[src/rtl/pipe_share_arbiter.sv]
// Round-robin sharing of one fixed-latency, non-stallable datapath between two
// requesters, with per-beat requester tags that route results back after LATENCY.
module pipe_share_arbiter #(
  parameter int LATENCY    = 2,
  parameter int DATA_WIDTH = 8
) (
  input  logic                  clk_in,
  input  logic                  rst_n_in,
  input  logic                  flush_in,
  input  logic [DATA_WIDTH-1:0] a_data_in,
  input  logic                  a_valid_in,
  output logic                  a_ready_out,
  input  logic [DATA_WIDTH-1:0] b_data_in,
  input  logic                  b_valid_in,
  output logic                  b_ready_out,
  output logic [DATA_WIDTH-1:0] pipe_data_out,
  input  logic [DATA_WIDTH-1:0] pipe_data_in,
  output logic [DATA_WIDTH-1:0] a_result_out,
  output logic                  a_result_valid_out,
  output logic [DATA_WIDTH-1:0] b_result_out,
  output logic                  b_result_valid_out,
  output logic                  busy_out
);

  logic                  grant_a_s;
  logic                  grant_b_s;
  logic                  grant_any_s;
  logic                  last_b_r;
  logic [LATENCY-1:0]    tag_valid_r;
  logic [LATENCY-1:0]    tag_id_r;
  logic [LATENCY-1:0]    tag_valid_nxt_s;
  logic [LATENCY-1:0]    tag_id_nxt_s;
  logic                  tail_a_s;
  logic                  tail_b_s;
  logic [DATA_WIDTH-1:0] a_result_r;
  logic [DATA_WIDTH-1:0] b_result_r;
  logic                  a_result_valid_r;
  logic                  b_result_valid_r;
  logic                  busy_r;

  // Arbitration: the requester that did not win last time takes a contended cycle.
  always_comb begin
    grant_a_s = 1'b0;
    grant_b_s = 1'b0;
    if (flush_in) begin
      grant_a_s = 1'b0;
      grant_b_s = 1'b0;
    end else begin
      case ({a_valid_in, b_valid_in})
        2'b10: grant_a_s = 1'b1;
        2'b01: grant_b_s = 1'b1;
        2'b11: begin
          if (last_b_r) begin
            grant_a_s = 1'b1;
          end else begin
            grant_b_s = 1'b1;
          end
        end
        default: begin
          grant_a_s = 1'b0;
          grant_b_s = 1'b0;
        end
      endcase
    end
  end

  assign grant_any_s = grant_a_s | grant_b_s;
  assign a_ready_out = grant_a_s;
  assign b_ready_out = grant_b_s;

  // Datapath input mux; zero when idle so the pipe never sees stale payloads.
  always_comb begin
    pipe_data_out = {DATA_WIDTH{1'b0}};
    if (grant_a_s) begin
      pipe_data_out = a_data_in;
    end else if (grant_b_s) begin
      pipe_data_out = b_data_in;
    end else begin
      pipe_data_out = {DATA_WIDTH{1'b0}};
    end
  end

  // Next state of the tag shift chain; a flush empties every stage.
  always_comb begin
    tag_valid_nxt_s = {LATENCY{1'b0}};
    tag_id_nxt_s    = {LATENCY{1'b0}};
    if (flush_in) begin
      tag_valid_nxt_s = {LATENCY{1'b0}};
      tag_id_nxt_s    = {LATENCY{1'b0}};
    end else begin
      tag_valid_nxt_s[0] = grant_any_s;
      tag_id_nxt_s[0]    = grant_b_s;
      for (int i = 1; i < LATENCY; i++) begin
        tag_valid_nxt_s[i] = tag_valid_r[i-1];
        tag_id_nxt_s[i]    = tag_id_r[i-1];
      end
    end
  end

  // Tail decode: which requester owns the result now on pipe_data_in.
  always_comb begin
    tail_a_s = 1'b0;
    tail_b_s = 1'b0;
    if (flush_in) begin
      tail_a_s = 1'b0;
      tail_b_s = 1'b0;
    end else if (tag_valid_r[LATENCY-1]) begin
      tail_a_s = ~tag_id_r[LATENCY-1];
      tail_b_s = tag_id_r[LATENCY-1];
    end else begin
      tail_a_s = 1'b0;
      tail_b_s = 1'b0;
    end
  end

  // Tag chain and occupancy flag.
  always_ff @(posedge clk_in or negedge rst_n_in) begin
    if (!rst_n_in) begin
      tag_valid_r <= {LATENCY{1'b0}};
      tag_id_r    <= {LATENCY{1'b0}};
      busy_r      <= 1'b0;
    end else begin
      tag_valid_r <= tag_valid_nxt_s;
      tag_id_r    <= tag_id_nxt_s;
      busy_r      <= |tag_valid_nxt_s;
    end
  end

  // Last-winner pointer; resets to B so A wins the first contention.
  always_ff @(posedge clk_in or negedge rst_n_in) begin
    if (!rst_n_in) begin
      last_b_r <= 1'b1;
    end else if (grant_any_s) begin
      last_b_r <= grant_b_s;
    end
  end

  // Result routing; data holds between strobes.
  always_ff @(posedge clk_in or negedge rst_n_in) begin
    if (!rst_n_in) begin
      a_result_r       <= {DATA_WIDTH{1'b0}};
      b_result_r       <= {DATA_WIDTH{1'b0}};
      a_result_valid_r <= 1'b0;
      b_result_valid_r <= 1'b0;
    end else begin
      a_result_valid_r <= tail_a_s;
      b_result_valid_r <= tail_b_s;
      if (tail_a_s) begin
        a_result_r <= pipe_data_in;
      end
      if (tail_b_s) begin
        b_result_r <= pipe_data_in;
      end
    end
  end

  assign a_result_out       = a_result_r;
  assign b_result_out       = b_result_r;
  assign a_result_valid_out = a_result_valid_r;
  assign b_result_valid_out = b_result_valid_r;
  assign busy_out           = busy_r;

endmodule

[config.mk]
export PLATFORM = sky130hd
export DESIGN_NAME = pipe_share_arbiter
export DESIGN_NICKNAME = d
export VERILOG_FILES = /design/src/rtl/pipe_share_arbiter.sv
export SDC_FILE = /design/constraint.sdc
export NUM_CORES = 1
export LEC_CHECK = 0
export ABC_AREA = 1
export BUFFER_PORTS_ARGS = -buffer_cell sky130_fd_sc_hd__buf_4
export CAP_MARGIN = 40
export CORE_MARGIN = 2
export CORE_UTILIZATION = 32
export CTS_CLUSTER_SIZE = 8
export DETAILED_ROUTE_END_ITERATION = 8
export PLACE_DENSITY = 0.62
export SYNTH_ARGS = -nofsm -noshare
export SYNTH_HDL_FRONTEND = slang
export SYNTH_SLANG_ARGS = --single-unit
[constraint.sdc]
create_clock -name clk_in -period 1.1 [get_ports clk_in]
set_clock_uncertainty 0.05 [all_clocks]
set_input_delay 0.165 -clock clk_in [delete_from_list [all_inputs] [get_ports clk_in]]
set_output_delay 0.165 -clock clk_in [all_outputs]
set_load 0.05 [all_outputs]
==> results of run 1 <==
-- synthesized netlist by cell type --
cell      instances
buf_6             1
nand3_1          10
inv_1             9
nand4_1          24
a21oi_1           1
dfstp_2           1
o211ai_1          1
dfrtp_1          23
buf_2             5
inv_2             1
nand2_1          46
nand3_2           2
buf_4             1
nor2_1            3
-- power by group --
part	leakage, uW	switching (uW)	internal, uW
sequential	0.000304	103	1020
clock	0.0000150	246	141
combinational	0.000741	859	582
total	0.00106	1210	1740
-- worst paths after layout --
path,start,end,slack [ns],cells past startpoint
worst min-delay path,pipe_data_in[7],a_result_out[7]$_DFFE_PN0P_,0.07,3
max in group asynchronous,rst_n_in,last_b_r$_DFFE_PN1P_,0.49,2
worst max-delay path,last_b_r$_DFFE_PN1P_,pipe_data_out[7],-0.51,4
worst min register to register,tag_id_r[0]$_DFF_PN0_,tag_id_r[1]$_DFF_PN0_,0.43,2
worst max register to register,last_b_r$_DFFE_PN1P_,tag_id_r[0]$_DFF_PN0_,-0.01,4
min in group asynchronous,rst_n_in,b_result_out[7]$_DFFE_PN0P_,0.22,2
-- repair_timing --
| item | 4_1_cts | 5_1_grt |
|---|---|---|
| setup endpoints to repair | 28 | 39 |
| setup buffers | 1 | 8 |
| hold endpoints to repair | 24 | 0 |
| hold buffers | 1 | 0 |
| pin swaps | 2 | 2 |
| gates resized for setup | 36 | 7 |
-- routing by layer --
layer | routed length (um) | track usage [%] | vias to the layer above
met5 | 0 | 0 | -
met1 | 1285 | 18.34 | 524
li1 | - | - | 593
met4 | 10 | 4.167 | 0
met3 | 259 | 4.685 | 2
met2 | 1537 | 25.54 | 45
-- stage by stage --
stage | total power (uW) | utilization [%] | setup TNS [ns] | hold slack (ns) | setup WS, ns
global route | 3084 | 63.08 | -6.206 | 0.06358 | -0.6029
finish | 2952 | 63.08 | -5.004 | 0.06998 | -0.5138
CTS | 2870 | 60.20 | -5.131 | 0.06138 | -0.5145
floorplan | 1880 | - | -1.038 | -0.1806 | -0.1134
detailed placement | 2321 | 54.42 | -2.864 | 0.02645 | -0.2205
global placement | 2311 | 54.42 | -2.454 | 0.02401 | -0.2042
-- cell families after synthesis --
kind of cell,after synthesis
and+or+nand+nor,85
DFF,24
AOI/OAI and AO/OA,2
buffers and inverters,17
-- registers in the layout, indices dropped and copies added, names as in the netlist --
name	count
a_result_out	8
a_result_valid_out	1
b_result_out	8
b_result_valid_out	1
busy_out	1
last_b_r	1
tag_id_r	2
tag_valid_r	2
-- worst max-delay path, delay by kind of cell (launching register included) --
kind                   cells  cell delay (ns)
DFF                        1             0.58
and+or+nand+nor            3             0.37
buffers and inverters      1             0.15
-- cell type report --
class	count	area, um^2	share of cell area, %
Sequential cell	24	603.1	28.88
Clock buffer	4	26.28	1.258
Inverter	10	41.29	1.977
Tap cell	46	57.56	2.756
Multi-Input combinational cell	87	591.8	28.34
Timing Repair Buffer	79	768.2	36.79
==> impl_metrics.env, run 1 <==
export IMPL_status="finished with violations"
export IMPL_violations="setup timing"
export IMPL_synth_top_area_cell="dfrtp_1"
export IMPL_maxCapViolCount=0
export IMPL_clk_pin_slew_ns=0.13
export IMPL_diodes=0
export IMPL_synth_top_family_by_area="simple AND/OR/NAND/NOR gates"
export IMPL_synthToLayoutAreaGrowth_pct=89.87
export IMPL_clock_sinks=24
export IMPL_arrival_ns=1.40
export IMPL_drcViolationCount=0
export IMPL_io_pins=58
export IMPL_fp_coreArea_um2=3311
export IMPL_rsz0062_at_grt="true"
export IMPL_grt_pass1_wl_um=4774
export IMPL_syn_nets=157
export IMPL_fin_ws_ns=-0.5138
export IMPL_dieHeight_um=62.63
export IMPL_htreeDepth=1
export IMPL_final_nets=234
export IMPL_insertion_delay_ns=0.30
export IMPL_synth_cell_types=14
export IMPL_root_buffer="clkbuf_4"
export IMPL_worstSetupPathType="register to output pin"
export IMPL_slowest_stage="dfstp_2"
export IMPL_finalMaxSlewViolations=0
export IMPL_ys_warnings_count=0
export IMPL_layout_drive_gt1_share_pct=53.43
export IMPL_cp_max_fo=9
export IMPL_drt_initial_drc_count=78
export IMPL_routed_via_count=1164
export IMPL_dr_pass1_iters=4
export IMPL_max_freq_ghz=0.6196
export IMPL_ant_nets=0
export IMPL_synth_seq_cells=24
export IMPL_grt_overflow=0
export IMPL_synthTopCellsByArea="dfrtp_1 (52%), nand2_1 (16%), nand4_1 (14%)"
export IMPL_fin_cells=250
export IMPL_dieArea_um2=3922
export IMPL_wirelength_um=3092
export IMPL_synth_compound_area_share_pct=1.138
export IMPL_max_slew_margin_pct=80.71
export IMPL_grt_max_degree=25
export IMPL_grtUsageTotal_pct=15.01
export IMPL_placed_cells=236
export IMPL_fin_crit_ns=1.614
export IMPL_detail_route_wl_per_cell_um=12.37
export IMPL_worstSetupStartpointType="register"
export IMPL_worstPathRequired_ns=0.88
export IMPL_syn_avg_cell_area_um2=8.592
export IMPL_port_buffers=57
export IMPL_timing_final_crit_share_pct=146.7
export IMPL_max_slew_worst_pin_slew_ns=0.2893
export IMPL_final_cell_mix="buf_4 (47), nand2_1 (36), nand4_1 (24)"
export IMPL_cts_tree="built"
export IMPL_finalSetupViolations=12
export IMPL_cellLeakagePower_uw=0.001060
export IMPL_slowest_delay_ns=0.58
export IMPL_hpwlAfterDp_um=2162
export IMPL_fillers=283
export IMPL_yosys_area_share_simple_pct=36.75
export IMPL_powerDensity_nw_per_um2=1414
export IMPL_synthAdderAreaFrac_pct=0
export IMPL_grt_antenna_before_repair=0
export IMPL_synthCells=128
export IMPL_crit_chain="nand2_2 -> nand4_1 -> nand2_4 -> buf_8"
export IMPL_via_per_inst=4.656
export IMPL_hold_viol=0
export IMPL_ys_seq_area_share_pct=54.72
export IMPL_cts_buffers=3
export IMPL_synth_top_area_share_pct=52.33
export IMPL_grt_pass1_vias=1065
export IMPL_dieWidth_um=62.63
export IMPL_layout_commonest_cell="buf_4"
export IMPL_rows=21
export IMPL_endpoint_kind="output pin"
export IMPL_start_util_pct=33.22
export IMPL_synthMuxAreaShare_pct=0
export IMPL_gp_congestion=0.7977
export IMPL_syn_area_um2=1100
export IMPL_clock_path_buffers=2
export IMPL_fin_area_um2=2088
export IMPL_ir_worst_vdd_mv=0.4190
export IMPL_yosys_area_share_xor_xnor_pct=0
export IMPL_place_area_um2=1802
export IMPL_min_path_type="input pin to register"
Note: power is estimated with default switching activity, not from simulation.
==> inputs of run 2 (changes only) <==
Settings changed: CORE_UTILIZATION 32 to 39, HOLD_SLACK_MARGIN set to 0.08, PLACE_DENSITY 0.62 to 0.74.
==> run 2 against run 1 <==
  * Die area shrank 17%
  * Utilization up 16 points
  * Count of clock-buffer cells in the layout is the same
  * Register-to-register slack better by 0.09 ns
  * Combinational power increased by 3%
  * Routed wire length up 6.5%
  * The run still ends with setup timing left
  * Cell area increased by 2.9%
  * Critical endpoint is now pipe_data_out[0]
==> impl_metrics.env, run 2 (synthesized netlist as in run 1, its figures left out) <==
export IMPL_timing_final_crit_share_pct=148.6
export IMPL_fin_ws_ns=-0.5345
export IMPL_tns_ns=-5.182
export IMPL_finalMaxSlewViolations=0
export IMPL_endpoint_kind="output pin"
export IMPL_root_buffer="clkbuf_4"
export IMPL_port_buffers=57
export IMPL_grt_pass1_wl_um=5326
export IMPL_dieWidth_um=57.11
export IMPL_final_cell_mix="buf_4 (48), nand2_1 (36), nand4_1 (24)"
export IMPL_fp_coreArea_um2=2710
export IMPL_dieArea_um2=3261
export IMPL_cellLeakagePower_uw=0.001095
export IMPL_clock_sinks=24
export IMPL_fin_area_um2=2148
export IMPL_ir_worst_vdd_mv=1.221
export IMPL_clock_path_buffers=2
export IMPL_max_freq_ghz=0.6118
export IMPL_status="finished with violations"
export IMPL_holdPathStages=3
export IMPL_arrival_ns=1.42
export IMPL_ant_nets=0
export IMPL_via_per_inst=5.082
export IMPL_wirelength_um=3294
export IMPL_worstPathRequired_ns=0.88
export IMPL_layout_drive_gt1_share_pct=52.36
export IMPL_powerDensity_nw_per_um2=1431
export IMPL_finalSetupViolations=18
export IMPL_start_util_pct=40.58
export IMPL_fin_crit_ns=1.635
export IMPL_grtUsageTotal_pct=20.83
export IMPL_gp_congestion=0.7625
export IMPL_hpwlAfterDp_um=2196
export IMPL_clk_pin_slew_ns=0.13
export IMPL_r2r_cells=3
export IMPL_final_nets=242
export IMPL_drt_initial_drc_count=43
export IMPL_grt_overflow=0
export IMPL_detail_route_wl_per_cell_um=13.56
export IMPL_synthToLayoutAreaGrowth_pct=95.34
export IMPL_place_ws_ns=-0.2321
export IMPL_dr_pass1_iters=4
export IMPL_grt_antenna_before_repair=0
export IMPL_htreeDepth=1
export IMPL_layout_commonest_cell="buf_4"
export IMPL_worstSetupStartpointType="register"
export IMPL_routed_via_count=1235
export IMPL_violations="setup timing"
export IMPL_place_area_um2=1748
export IMPL_diodes=0
export IMPL_maxCapViolCount=0
export IMPL_cp_max_fo=8
export IMPL_io_pins=58
export IMPL_min_path_type="input pin to register"
export IMPL_cts_buffers=3
export IMPL_rows=19
export IMPL_cts_tree="built"
export IMPL_dieHeight_um=57.11
export IMPL_drcViolationCount=0
export IMPL_fillers=169
export IMPL_grt_pass1_vias=1272
export IMPL_rsz0062_at_grt="true"
export IMPL_max_slew_margin_pct=79.71
export IMPL_fin_util_pct=79.27
export IMPL_insertion_delay_ns=0.31
export IMPL_max_slew_worst_pin_slew_ns=0.3043
export IMPL_grt_max_degree=25
export IMPL_hold_viol=0
export IMPL_worstSetupPathType="register to output pin"
## run 2: changes by cell type in the layout (fill, tap and decap cells not counted), sizes merged
cell         before  now
dlygate4sd3       1    9
## run 2: cell type report
type                       count  area (um^2)  area share (%)
clock buffer                   4        36.28           1.689
tap                           31        38.79           1.805
sequential                    24        604.3           28.13
inverter                      10        41.29           1.922
timing repair buffer          87        835.8           38.91
multi-input combinational     87        591.8           27.55
## run 2: per-layer routing
metal | vias up | share of wire (%) | GRT usage [%]
met5 | - | 0 | 0
met4 | 0 | 0.94 | 7.641
met3 | 4 | 8.3 | 5.442
met2 | 52 | 53 | 37.27
met1 | 574 | 38 | 23.83
li1 | 605 | - | -
## run 2: worst paths after layout
| check | end | slack, ns | from |
|---|---|---|---|
| max | pipe_data_out[0] | -0.53 | last_b_r$_DFFE_PN1P_ |
| min | a_result_out[4]$_DFFE_PN0P_ | 0.09 | pipe_data_in[4] |
| max reg2reg | tag_id_r[0]$_DFF_PN0_ | 0.08 | last_b_r$_DFFE_PN1P_ |
| min reg2reg | tag_id_r[1]$_DFF_PN0_ | 0.42 | tag_id_r[0]$_DFF_PN0_ |
| max in group asynchronous | last_b_r$_DFFE_PN1P_ | 0.49 | rst_n_in |
| min in group asynchronous | a_result_valid_out$_DFF_PN0_ | 0.23 | rst_n_in |
## run 2: metrics by stage
step                total power (uW)  instances  hold WS (ns)
floorplan                       1880        128       -0.1806
global placement                2287        218       0.02121
detailed placement              2309        218       0.02622
CTS                             3000        236       0.09285
global route                    3216        243        0.1037
finish                          3074        243       0.09017
## run 2: report_power, final
part           switching [uW]  internal [uW]
logic                     877            605
registers                 107           1020
clock network             262            202
## run 2: timing repair
item	4_1_cts	5_1_grt
pin swaps	1	0
setup buffers	5	7
setup endpoints to repair	29	41
resized for setup	39	5
hold buffers	9	0
hold endpoints to repair	37	0
gates cloned	0	0
## run 2: worst max-delay path, stage by stage (launching register included)
cell,delay (ns)
dfstp_2,0.58
inv_2,0.08
nand2_8,0.12
nand3_2,0.11
nand2_4,0.08
buf_8,0.14
==> inputs of run 3 (changes only) <==
Settings changed: CORE_UTILIZATION 39 to 44, PLACE_DENSITY 0.74 to 0.78.
Clock period 1.1 ns to 1.54 ns, I/O delays scaled along.
==> run 3 against run 2 <==
  * The flow still finishes with violations (setup timing)
  * First-iteration DRC count decreased by 35%
  * Combinational power shrank 43%
  * Routed wire length is 12% lower
  * Cell area is 19% lower
  * Critical path type unchanged
  * Critical endpoint is now pipe_data_out[5]
  * Hold slack better by 0.013 ns
  * Largest cell class is now sequential cells
  * Count of clock-buffer cells in the layout shrank 1
  * Global-route usage down 0.51 points
==> impl_metrics.env, run 3 (synthesized netlist as in run 1, its figures left out) <==
export IMPL_routed_via_count=1178
export IMPL_holdPathEnd="busy_out$_DFF_PN0_"
export IMPL_fin_ws_ns=-0.1529
export IMPL_clk_pin_slew_ns=0.12
export IMPL_ir_worst_vdd_mv=1.025
export IMPL_max_slew_margin_pct=76.04
export IMPL_power_frac_comb_pct=40.8
export IMPL_fillers=173
export IMPL_status="finished with violations"
export IMPL_drcViolationCount=0
export IMPL_place_ws_ns=0.07704
export IMPL_dieWidth_um=54.00
export IMPL_reg2reg_slack_ns=0.34
export IMPL_final_cell_mix="buf_4 (53), nand2_1 (43), nand4_1 (24)"
export IMPL_finalSetupViolations=10
export IMPL_dieHeight_um=54.00
export IMPL_cp_max_fo=8
export IMPL_fp_coreArea_um2=2432
export IMPL_rows=18
export IMPL_worstSetupStartpointType="register"
export IMPL_rsz0062_at_grt="true"
export IMPL_clock_path_buffers=2
export IMPL_io_pins=58
export IMPL_fin_area_um2=1743
export IMPL_swShare_pct=39.17
export IMPL_powerDensity_nw_per_um2=1189
export IMPL_layout_commonest_cell="buf_4"
export IMPL_netSwitchingPower_uw=811.9
export IMPL_grtUsageTotal_pct=20.32
export IMPL_cts_buffers=3
export IMPL_grt_pass1_wl_um=4250
export IMPL_hold_viol=0
export IMPL_port_buffers=57
export IMPL_wirelength_um=2915
export IMPL_timing_final_crit_share_pct=109.9
export IMPL_arrival_ns=1.41
export IMPL_htreeDepth=1
export IMPL_ant_nets=0
export IMPL_r2r_end="a_result_out[7]$_DFFE_PN0P_"
export IMPL_grt_max_degree=25
export IMPL_multi_input_comb_area_um2=479.2
export IMPL_root_buffer="clkbuf_4"
export IMPL_diodes=0
export IMPL_cts_tree="built"
export IMPL_grt_pass1_vias=1072
export IMPL_dieArea_um2=2915
export IMPL_min_path_type="input pin to register"
export IMPL_worstSetupPathType="register to output pin"
export IMPL_endpoint_kind="output pin"
export IMPL_finalMaxSlewViolations=0
export IMPL_maxCapViolCount=0
export IMPL_final_nets=221
export IMPL_worstPathRequired_ns=1.26
export IMPL_gp_congestion=0.7541
export IMPL_drt_initial_drc_count=28
export IMPL_p_int_uw=1261
export IMPL_violations="setup timing"
export IMPL_min_delay_start="flush_in"
export IMPL_place_area_um2=1548
export IMPL_cellLeakagePower_uw=0.0009769
export IMPL_r2r_cells=4
export IMPL_seqPwrFrac_pct=37.9
export IMPL_regArea_um2=601.8
export IMPL_tns_ns=-1.113
export IMPL_hpwlAfterDp_um=2037
export IMPL_layout_drive_gt1_share_pct=43.46
export IMPL_fin_cells=221
export IMPL_clock_sinks=24
export IMPL_reg2reg_from="tag_id_r[1]$_DFF_PN0_"
export IMPL_grt_antenna_before_repair=0
export IMPL_max_slew_worst_pin_slew_ns=0.3590
export IMPL_share_clk_of_total_power_pct=21.3
export IMPL_holdPathStages=2
export IMPL_via_per_inst=5.330
export IMPL_synthToLayoutAreaGrowth_pct=58.48
export IMPL_max_freq_ghz=0.5907
export IMPL_detail_route_wl_per_cell_um=13.19
export IMPL_insertion_delay_ns=0.31
export IMPL_fin_crit_ns=1.693
export IMPL_placed_cells=211
export IMPL_hold_worst_slack_ns=0.1028
export IMPL_dr_pass1_iters=4
export IMPL_grt_overflow=0
export IMPL_start_util_pct=45.22
run 3: cell type report:
| cell class | instances | share of cell area [%] |
|---|---|---|
| clock buffer | 3 | 1.292 |
| timing repair buffer | 65 | 30.65 |
| tap | 30 | 2.154 |
| clock inverter | 1 | 1.723 |
| sequential | 24 | 34.53 |
| multi-input combinational | 88 | 27.49 |
| inverter | 10 | 2.154 |
run 3: power by group through the flow:
stage	combinational, uW	clock [uW]	sequential (uW)
floorplan	208	0	1100
global placement	779	0	794
detailed placement	791	0	799
CTS	838	452	786
global route	899	478	796
finish	846	441	785
run 3: critical path, stage by stage (launching register included):
cell and delay, ns:
dfstp_2 0.57, inv_2 0.06, nand2_4 0.12, nand3_2 0.11
nand2_2 0.10, buf_8 0.14
run 3: how the worst max path moves through the flow:
stage                          from                     endpoint  cells past startpoint
2_1_floorplan  last_b_r$_DFFE_PN1P_             pipe_data_out[0]                      4
6_report       last_b_r$_DFFE_PN1P_             pipe_data_out[5]                      5
3_3_place_gp               flush_in  b_result_out[1]$_DFFE_PN0P_                      6
5_1_grt        last_b_r$_DFFE_PN1P_             pipe_data_out[5]                      5
3_5_place_dp               flush_in  b_result_out[5]$_DFFE_PN0P_                      6
4_1_cts        last_b_r$_DFFE_PN1P_             pipe_data_out[1]                      5
run 3: stage by stage:
step,total power [uW],utilization [%]
finish,2073,71.66
global route,2173,71.66
CTS,2076,70.37
detailed placement,1589,63.63
global placement,1573,63.63
floorplan,1307,-
run 3: layer usage:
layer	wire length [um]	vias up	GRT usage, %
li1	-	563	-
met1	1052	545	21.65
met2	1582	63	37.60
met3	246	7	5.278
met4	33	0	8.333
met5	0	-	0
run 3: repair_timing:
item	CTS	global route
setup buffers	3	0
hold endpoints to repair	26	0
endpoints found under the setup margin	10	10
hold buffers	2	0
gates cloned	1	0
pin swaps	2	3
gates resized for setup	17	7
